[src/rtl/bpsk_pkg.sv]
// Shared constants and types for the BPSK sample generator and related blocks.
package bpsk_pkg;

  localparam int unsigned LUT_DEPTH  = 32;
  localparam int unsigned PHASE_W    = $clog2(LUT_DEPTH);
  localparam logic [7:0]  IDLE_LEVEL = 8'd128;

  // One carrier period, round(128 + 127*sin(2*pi*k/32)), offset binary.
  localparam logic [7:0] SINE_LUT [LUT_DEPTH] = '{
    8'd128, 8'd153, 8'd177, 8'd199, 8'd218, 8'd234, 8'd245, 8'd253,
    8'd255, 8'd253, 8'd245, 8'd234, 8'd218, 8'd199, 8'd177, 8'd153,
    8'd128, 8'd103, 8'd79,  8'd57,  8'd38,  8'd22,  8'd11,  8'd3,
    8'd1,   8'd3,   8'd11,  8'd22,  8'd38,  8'd57,  8'd79,  8'd103
  };

  typedef enum logic {
    IDLE,
    SEND
  } state_t;

endpackage

[src/rtl/bpsk_sine_rom.sv]
// Combinational carrier ROM: phase index and polarity in, offset-binary sample out.
module bpsk_sine_rom
  import bpsk_pkg::*;
(
  input  logic [PHASE_W-1:0] phase,
  input  logic               polarity,
  output logic [7:0]         sample
);

  // Negative polarity is 256 - S, which in 8 bits is the two's complement of S.
  always_comb begin
    if (polarity) sample = SINE_LUT[phase];
    else          sample = ~SINE_LUT[phase] + 8'd1;
  end

endmodule

[src/rtl/bpsk_sample_gen.sv]
// BPSK sample generator: serialises bytes MSB-first into whole carrier periods
// of sine, polarity set per bit, as an 8-bit offset-binary sample stream.
// Optional macro BPSK_DIFF_ENC_EN selects differential encoding.
module bpsk_sample_gen
  import bpsk_pkg::*;
#(
  parameter int unsigned SAMPLE_DIV     = 16,
  parameter int unsigned CYCLES_PER_BIT = 4
) (
  input  logic       Clk,
  input  logic       Reset_n,
  input  logic [7:0] In_Data,
  input  logic       In_Valid,
  output logic       In_Ready,
  output logic [7:0] Sample,
  output logic       Sample_Strobe,
  output logic       Busy
);

  localparam int unsigned DIV_W = (SAMPLE_DIV > 1) ? $clog2(SAMPLE_DIV) : 1;
  localparam int unsigned CYC_W = (CYCLES_PER_BIT > 1) ? $clog2(CYCLES_PER_BIT) : 1;
  localparam logic [DIV_W-1:0]   DIV_LAST   = DIV_W'(SAMPLE_DIV - 1);
  localparam logic [CYC_W-1:0]   CYC_LAST   = CYC_W'(CYCLES_PER_BIT - 1);
  localparam logic [PHASE_W-1:0] PHASE_LAST = PHASE_W'(LUT_DEPTH - 1);

  state_t             state, state_d;
  logic [DIV_W-1:0]   div, div_d;
  logic [PHASE_W-1:0] phase, phase_d;
  logic [CYC_W-1:0]   cyc, cyc_d;
  logic [2:0]         bit_idx, bit_idx_d;
  logic [7:0]         shreg, shreg_d;
  logic [7:0]         sample_d;
  logic               strobe_d;

  logic tick, period_end, last_edge, accept, go_idle;
  logic bit_start, start_bit, start_pol, cur_pol;
  logic [PHASE_W-1:0] rom_phase;
  logic               rom_pol;
  logic [7:0]         rom_sample;

  bpsk_sine_rom u_rom (
    .phase    (rom_phase),
    .polarity (rom_pol),
    .sample   (rom_sample)
  );

  assign Busy = (state == SEND);

  // Decode sample strobe, period/bit boundaries and the handshake.
  always_comb begin
    tick       = (state == SEND) && (div == DIV_LAST);
    period_end = tick && (phase == PHASE_LAST);
    last_edge  = period_end && (cyc == CYC_LAST) && (bit_idx == 3'd0);
    In_Ready   = (state == IDLE) || last_edge;
    accept     = In_Valid && In_Ready;
    go_idle    = last_edge && !In_Valid;
    bit_start  = accept || (period_end && (cyc == CYC_LAST) && !last_edge);
    start_bit  = accept ? In_Data[7] : shreg[6];
  end

`ifdef BPSK_DIFF_ENC_EN
  logic ref_q;

  // Differential reference: toggles on each 1 bit, polarity follows it.
  always_comb begin
    start_pol = ref_q ^ start_bit;
    cur_pol   = ref_q;
  end

  // Reference register, cleared on return to idle only.
  always_ff @(posedge Clk or negedge Reset_n) begin
    if (!Reset_n)       ref_q <= 1'b0;
    else if (go_idle)   ref_q <= 1'b0;
    else if (bit_start) ref_q <= start_pol;
  end
`else
  // Absolute BPSK: polarity is the bit itself.
  always_comb begin
    start_pol = start_bit;
    cur_pol   = shreg[7];
  end
`endif

  // Next-state, counter and sample computation.
  always_comb begin
    state_d   = state;
    div_d     = div;
    phase_d   = phase;
    cyc_d     = cyc;
    bit_idx_d = bit_idx;
    shreg_d   = shreg;
    sample_d  = Sample;
    strobe_d  = 1'b0;
    rom_phase = phase;
    rom_pol   = cur_pol;
    if (accept) begin
      // Covers both a fresh start from idle and a back-to-back reload.
      state_d   = SEND;
      div_d     = '0;
      phase_d   = '0;
      cyc_d     = '0;
      bit_idx_d = 3'd7;
      shreg_d   = In_Data;
      rom_phase = '0;
      rom_pol   = start_pol;
      sample_d  = rom_sample;
      strobe_d  = 1'b1;
    end else if (last_edge) begin
      state_d   = IDLE;
      div_d     = '0;
      phase_d   = '0;
      cyc_d     = '0;
      bit_idx_d = '0;
      shreg_d   = '0;
      sample_d  = IDLE_LEVEL;
      strobe_d  = 1'b1;
    end else if (tick) begin
      div_d   = '0;
      phase_d = phase + 1'b1;
      if (period_end) begin
        if (cyc == CYC_LAST) begin
          cyc_d     = '0;
          bit_idx_d = bit_idx - 3'd1;
          shreg_d   = {shreg[6:0], 1'b0};
        end else begin
          cyc_d = cyc + 1'b1;
        end
      end
      rom_phase = phase_d;
      rom_pol   = bit_start ? start_pol : cur_pol;
      sample_d  = rom_sample;
      strobe_d  = 1'b1;
    end else if (state == SEND) begin
      div_d = div + 1'b1;
    end
  end

  // State, counter and output registers.
  always_ff @(posedge Clk or negedge Reset_n) begin
    if (!Reset_n) begin
      state         <= IDLE;
      div           <= '0;
      phase         <= '0;
      cyc           <= '0;
      bit_idx       <= '0;
      shreg         <= '0;
      Sample        <= IDLE_LEVEL;
      Sample_Strobe <= 1'b0;
    end else begin
      state         <= state_d;
      div           <= div_d;
      phase         <= phase_d;
      cyc           <= cyc_d;
      bit_idx       <= bit_idx_d;
      shreg         <= shreg_d;
      Sample        <= sample_d;
      Sample_Strobe <= strobe_d;
    end
  end

endmodule

[config.mk]
export PLATFORM = sky130hd
export DESIGN_NAME = bpsk_sample_gen
export DESIGN_NICKNAME = d
export VERILOG_FILES = /design/src/rtl/bpsk_pkg.sv /design/src/rtl/bpsk_sine_rom.sv /design/src/rtl/bpsk_sample_gen.sv
export SDC_FILE = /design/constraint.sdc
export NUM_CORES = 1
export LEC_CHECK = 0
export CAP_MARGIN = 40
export CORE_UTILIZATION = 60
export CTS_CLUSTER_DIAMETER = 50
export CTS_CLUSTER_SIZE = 10
export DETAILED_ROUTE_END_ITERATION = 7
export GPL_TIMING_DRIVEN = 0
export HOLD_SLACK_MARGIN = 0.06
export PLACE_DENSITY = 0.92
export SLEW_MARGIN = 10
export SYNTH_ARGS = -nofsm -noshare
export SYNTH_HDL_FRONTEND = slang
export SYNTH_HIERARCHICAL = 1
export SYNTH_SLANG_ARGS = --single-unit
[constraint.sdc]
create_clock -name Clk -period 7.5 [get_ports Clk]
set_input_delay 1.125 -clock Clk [delete_from_list [all_inputs] [get_ports Clk]]
set_output_delay 1.125 -clock Clk [all_outputs]
set_load 0.02 [all_outputs]
==> reports/results.ini <==
[synthesis]
synth_edf_count = 0
syn-num-nets = 280
synth-seq-area-share_pct = 34.6
netlist_area_mm2 = 0.00231
synth-main-ff-cell = dfrtp_1
synth_cell_type_count = 61
postSynthAreaPerCell_um2 = 9.11
netlist_instances = 254
synthArstFlopShare_pct = 100
ys_ff_latch = 32
ys.warnings.count = 6

[critical_path]
worstRegToRegCells = 18
path_cells = clkdlybuf4s50_1 > nand2b_1 > o21ai_1 > o22ai_1 > inv_1 > ha_1 > nand2_1 > a311oi_1 > or2_2 > ha_1 > o21ai_0 > o31ai_1 > xor2_1 > a22o_1
slowest_stage = o22ai_1
worst-r2r-setup-slack_ns = 2.65
cp.required_ns = 7.68
r2r_end = Sample[6]
path_max_fanout = 12
slowest_delay_ns = 0.74
critPathLaunchType = primary input
worst_ep_arrival_time_ns = 5.06
r2r-start = phase[0]
crit_start = In_Valid
cpMostUsedCell = ha_1
critical_path.endpoint_type = register
critPathKind = in -> reg

[floorplanning]
ios = 22
die_h_um = 64.1
initial_utilization_pct = 62.8
die-width_um = 64.1
num_rows = 22
dieArea_mm2 = 0.00411
core_mm2 = 0.00369

[hold_path]
holdPathEnd = shreg[2]
hp-start = shreg[2]
hold_path_depth = 2
hp-class = reg -> reg

[pwr]
power.leakage_uw = 0.00126
vdd_drop_max_mv = 0.0849
internal-power_uw = 289
pwr-share-comb_pct = 6.6
switchingPower_uw = 82.0
switching_share_pct = 22.1
cellPowerDensity_mw_per_mm2 = 137
power.share.clock_pct = 44.8
seqPwrFrac_pct = 48.7

[sta]
worst_slack_ns = 2.62
setup_viol = 0
slew_headroom_pct = 41.7
rsz0062_at_grt = false
fmax_mhz = 205
tns_ns = 0
hold_violations = 0
final.min_clock_period_ns = 4.88
clock-skew-final_ns = 0.00835
slew_viol_final = 0
max_slew.worst_pin.slew_ns = 0.875
final.period_utilization_pct = 65.1

[cells_and_area]
antennaDiodeCount = 0
drive_gt1_share_pct = 14.1
fill_cells = 275
nets = 309
area_growth_pct = 16.5

[cts]
cts_root_buf = clkbuf_8
clkSinkCount = 32
htreeDepth = 2
cts_setup_buffers = 0
clockBufferDepth = 2
ctsResizeCount = 0
ctsHoldBuffers = 0
clkTransAtPathRegs_ns = 0.07
clk_latency_ns = 0.29
cts_buffers = 5
cts_tree = yes

[status]
status = finished, final reports clean

[placed_design]
port_buffers = 21
place_ws_ns = 2.37
dp_hpwl_um = 3700
place_congestion = 0.932

[routing]
wl_per_cell_um = 15.1
drtIter0Drc = 147
drtPass1Iterations = 4
post-route-drc-count = 0
wl_um = 5000
avgViaCountPerCell = 6.03
vias = 2001
drtAntennaViolNets = 0

[global_route]
grt_max_degree = 33
overflow = 0
grt_pass1_vias = 1877
grtUsageTotal_pct = 26.9
antenna_found_initial = 0
grt_pass1_wl_um = 8570

[flow_run]
drv_cap = 0

cells in the final DEF, fill, tap and decap left out, types with 6 or more instances in the layout:
| master | instances |
|---|---|
| o21ai_0 | 12 |
| nand2b_1 | 6 |
| nand2_1 | 34 |
| inv_1 | 15 |
| nor2_1 | 12 |
| clkdlybuf4s50_1 | 20 |
| dfrtp_1 | 31 |
| a21oi_1 | 10 |
| ha_1 | 15 |
| nor2b_1 | 7 |
| buf_2 | 8 |
| a22o_1 | 11 |
| a22oi_1 | 6 |
| nand3_1 | 8 |
cells in the mapped netlist (2+ instances only):
cell type / instances / area share (%)
nand2_1: 34 / 5.5
dfrtp_1: 31 / 34
ha_1: 15 / 8.1
inv_1: 15 / 2.4
nor2_1: 12 / 1.9
o21ai_0: 12 / 2.6
a22o_1: 11 / 4.2
a21oi_1: 10 / 2.2
nand3_1: 8 / 1.7
nor2b_1: 7 / 1.9
a22oi_1: 6 / 1.9
buf_2: 6 / 1.3
nand2b_1: 6 / 1.6
xnor2_1: 5 / 1.9
xor2_1: 5 / 1.9
buf_4: 4 / 1.3
mux2_2: 4 / 1.9
o22ai_1: 4 / 1.1
a211oi_1: 3 / 0.97
o211ai_1: 3 / 0.97
or2_1: 3 / 0.81
a21boi_0: 2 / 0.65
a21o_1: 2 / 0.65
and2_1: 2 / 0.54
and2b_1: 2 / 0.65
mux2i_1: 2 / 0.86
o21ai_1: 2 / 0.43
o41ai_2: 2 / 1.4
or2_2: 2 / 0.54
or2b_1: 2 / 0.65
or3_1: 2 / 0.54
area by class of cell:
type / instances / area, um^2 / share of cell area, %
tap: 48 / 60.1 / 2.23
timing repair buffer: 22 / 210 / 7.80
sequential: 32 / 802 / 29.7
clock inverter: 3 / 42.5 / 1.58
inverter: 15 / 56.3 / 2.09
multi-input combinational: 195 / 1380 / 51.2
clock buffer: 5 / 68.8 / 2.55
buffer: 12 / 75.1 / 2.78
layer usage:
layer	up-vias	wire length (um)	track usage [%]
met1	969	2350	35.6
met3	12	193	4.46
met4	0	93	10.3
met5	-	0	0
li1	964	-	-
met2	56	2370	44.0
sequential cells by signal (all words and copies together) (netlist names):
| name | count |
|---|---|
| cyc | 2 |
| Sample | 8 |
| Sample_Strobe | 1 |
| phase | 5 |
| Busy | 1 |
| div | 4 |
| shreg | 8 |
| bit_idx | 3 |
power groups by stage:
| stage | combinational, uW | clock [uW] | sequential, uW |
|---|---|---|---|
| 5_1_grt | 27.0 | 175 | 181 |
| 3_5_place_dp | 24.6 | 0 | 184 |
| 2_1_floorplan | 8.30 | 0 | 185 |
| 6_report | 24.3 | 166 | 180 |
| 3_3_place_gp | 24.3 | 0 | 183 |
| 4_1_cts | 24.8 | 169 | 180 |
cells by family after synthesis:
logic type,Yosys count,share of synthesized area [%]
AOI/OAI and AO/OA,72,23.8
and+or+nand+nor,91,20.5
adders and majority gates,15,8.11
DFF,32,34.6
xor gates and xnor gates,10,3.78
muxes,7,3.46
buffers and inverters,27,5.68
worst max path at each step:
stage / end / slack [ns]
2_1_floorplan: Sample[6] / 3.31
3_3_place_gp: Sample[6] / 2.36
3_5_place_dp: Sample[6] / 2.37
4_1_cts: Sample[6] / 2.66
5_1_grt: Sample[6] / 2.26
6_report: Sample[6] / 2.62
stage by stage:
stage               instance area, um^2  util (%)  instances  hold slack, ns  total power, uW
floorplan                          2310         -        254           0.449              194
global placement                   2580      70.1        323           0.460              208
detailed placement                 2580      70.1        324           0.482              208
CTS                                2700      73.1        332           0.508              374
global route                       2700      73.1        332           0.519              383
finish                             2700      73.1        332           0.502              371
worst max-delay path, delay by kind of cell:
kind | cells | cell delay (ns)
XOR/XNOR | 1 | 0.11
buffers and inverters | 2 | 0.75
AO/OA/AOI/OAI | 6 | 1.97
AND/OR/NAND/NOR | 3 | 0.47
adder cells (fa/ha/maj) | 2 | 0.65
Note: power is estimated with default switching activity, not from simulation.
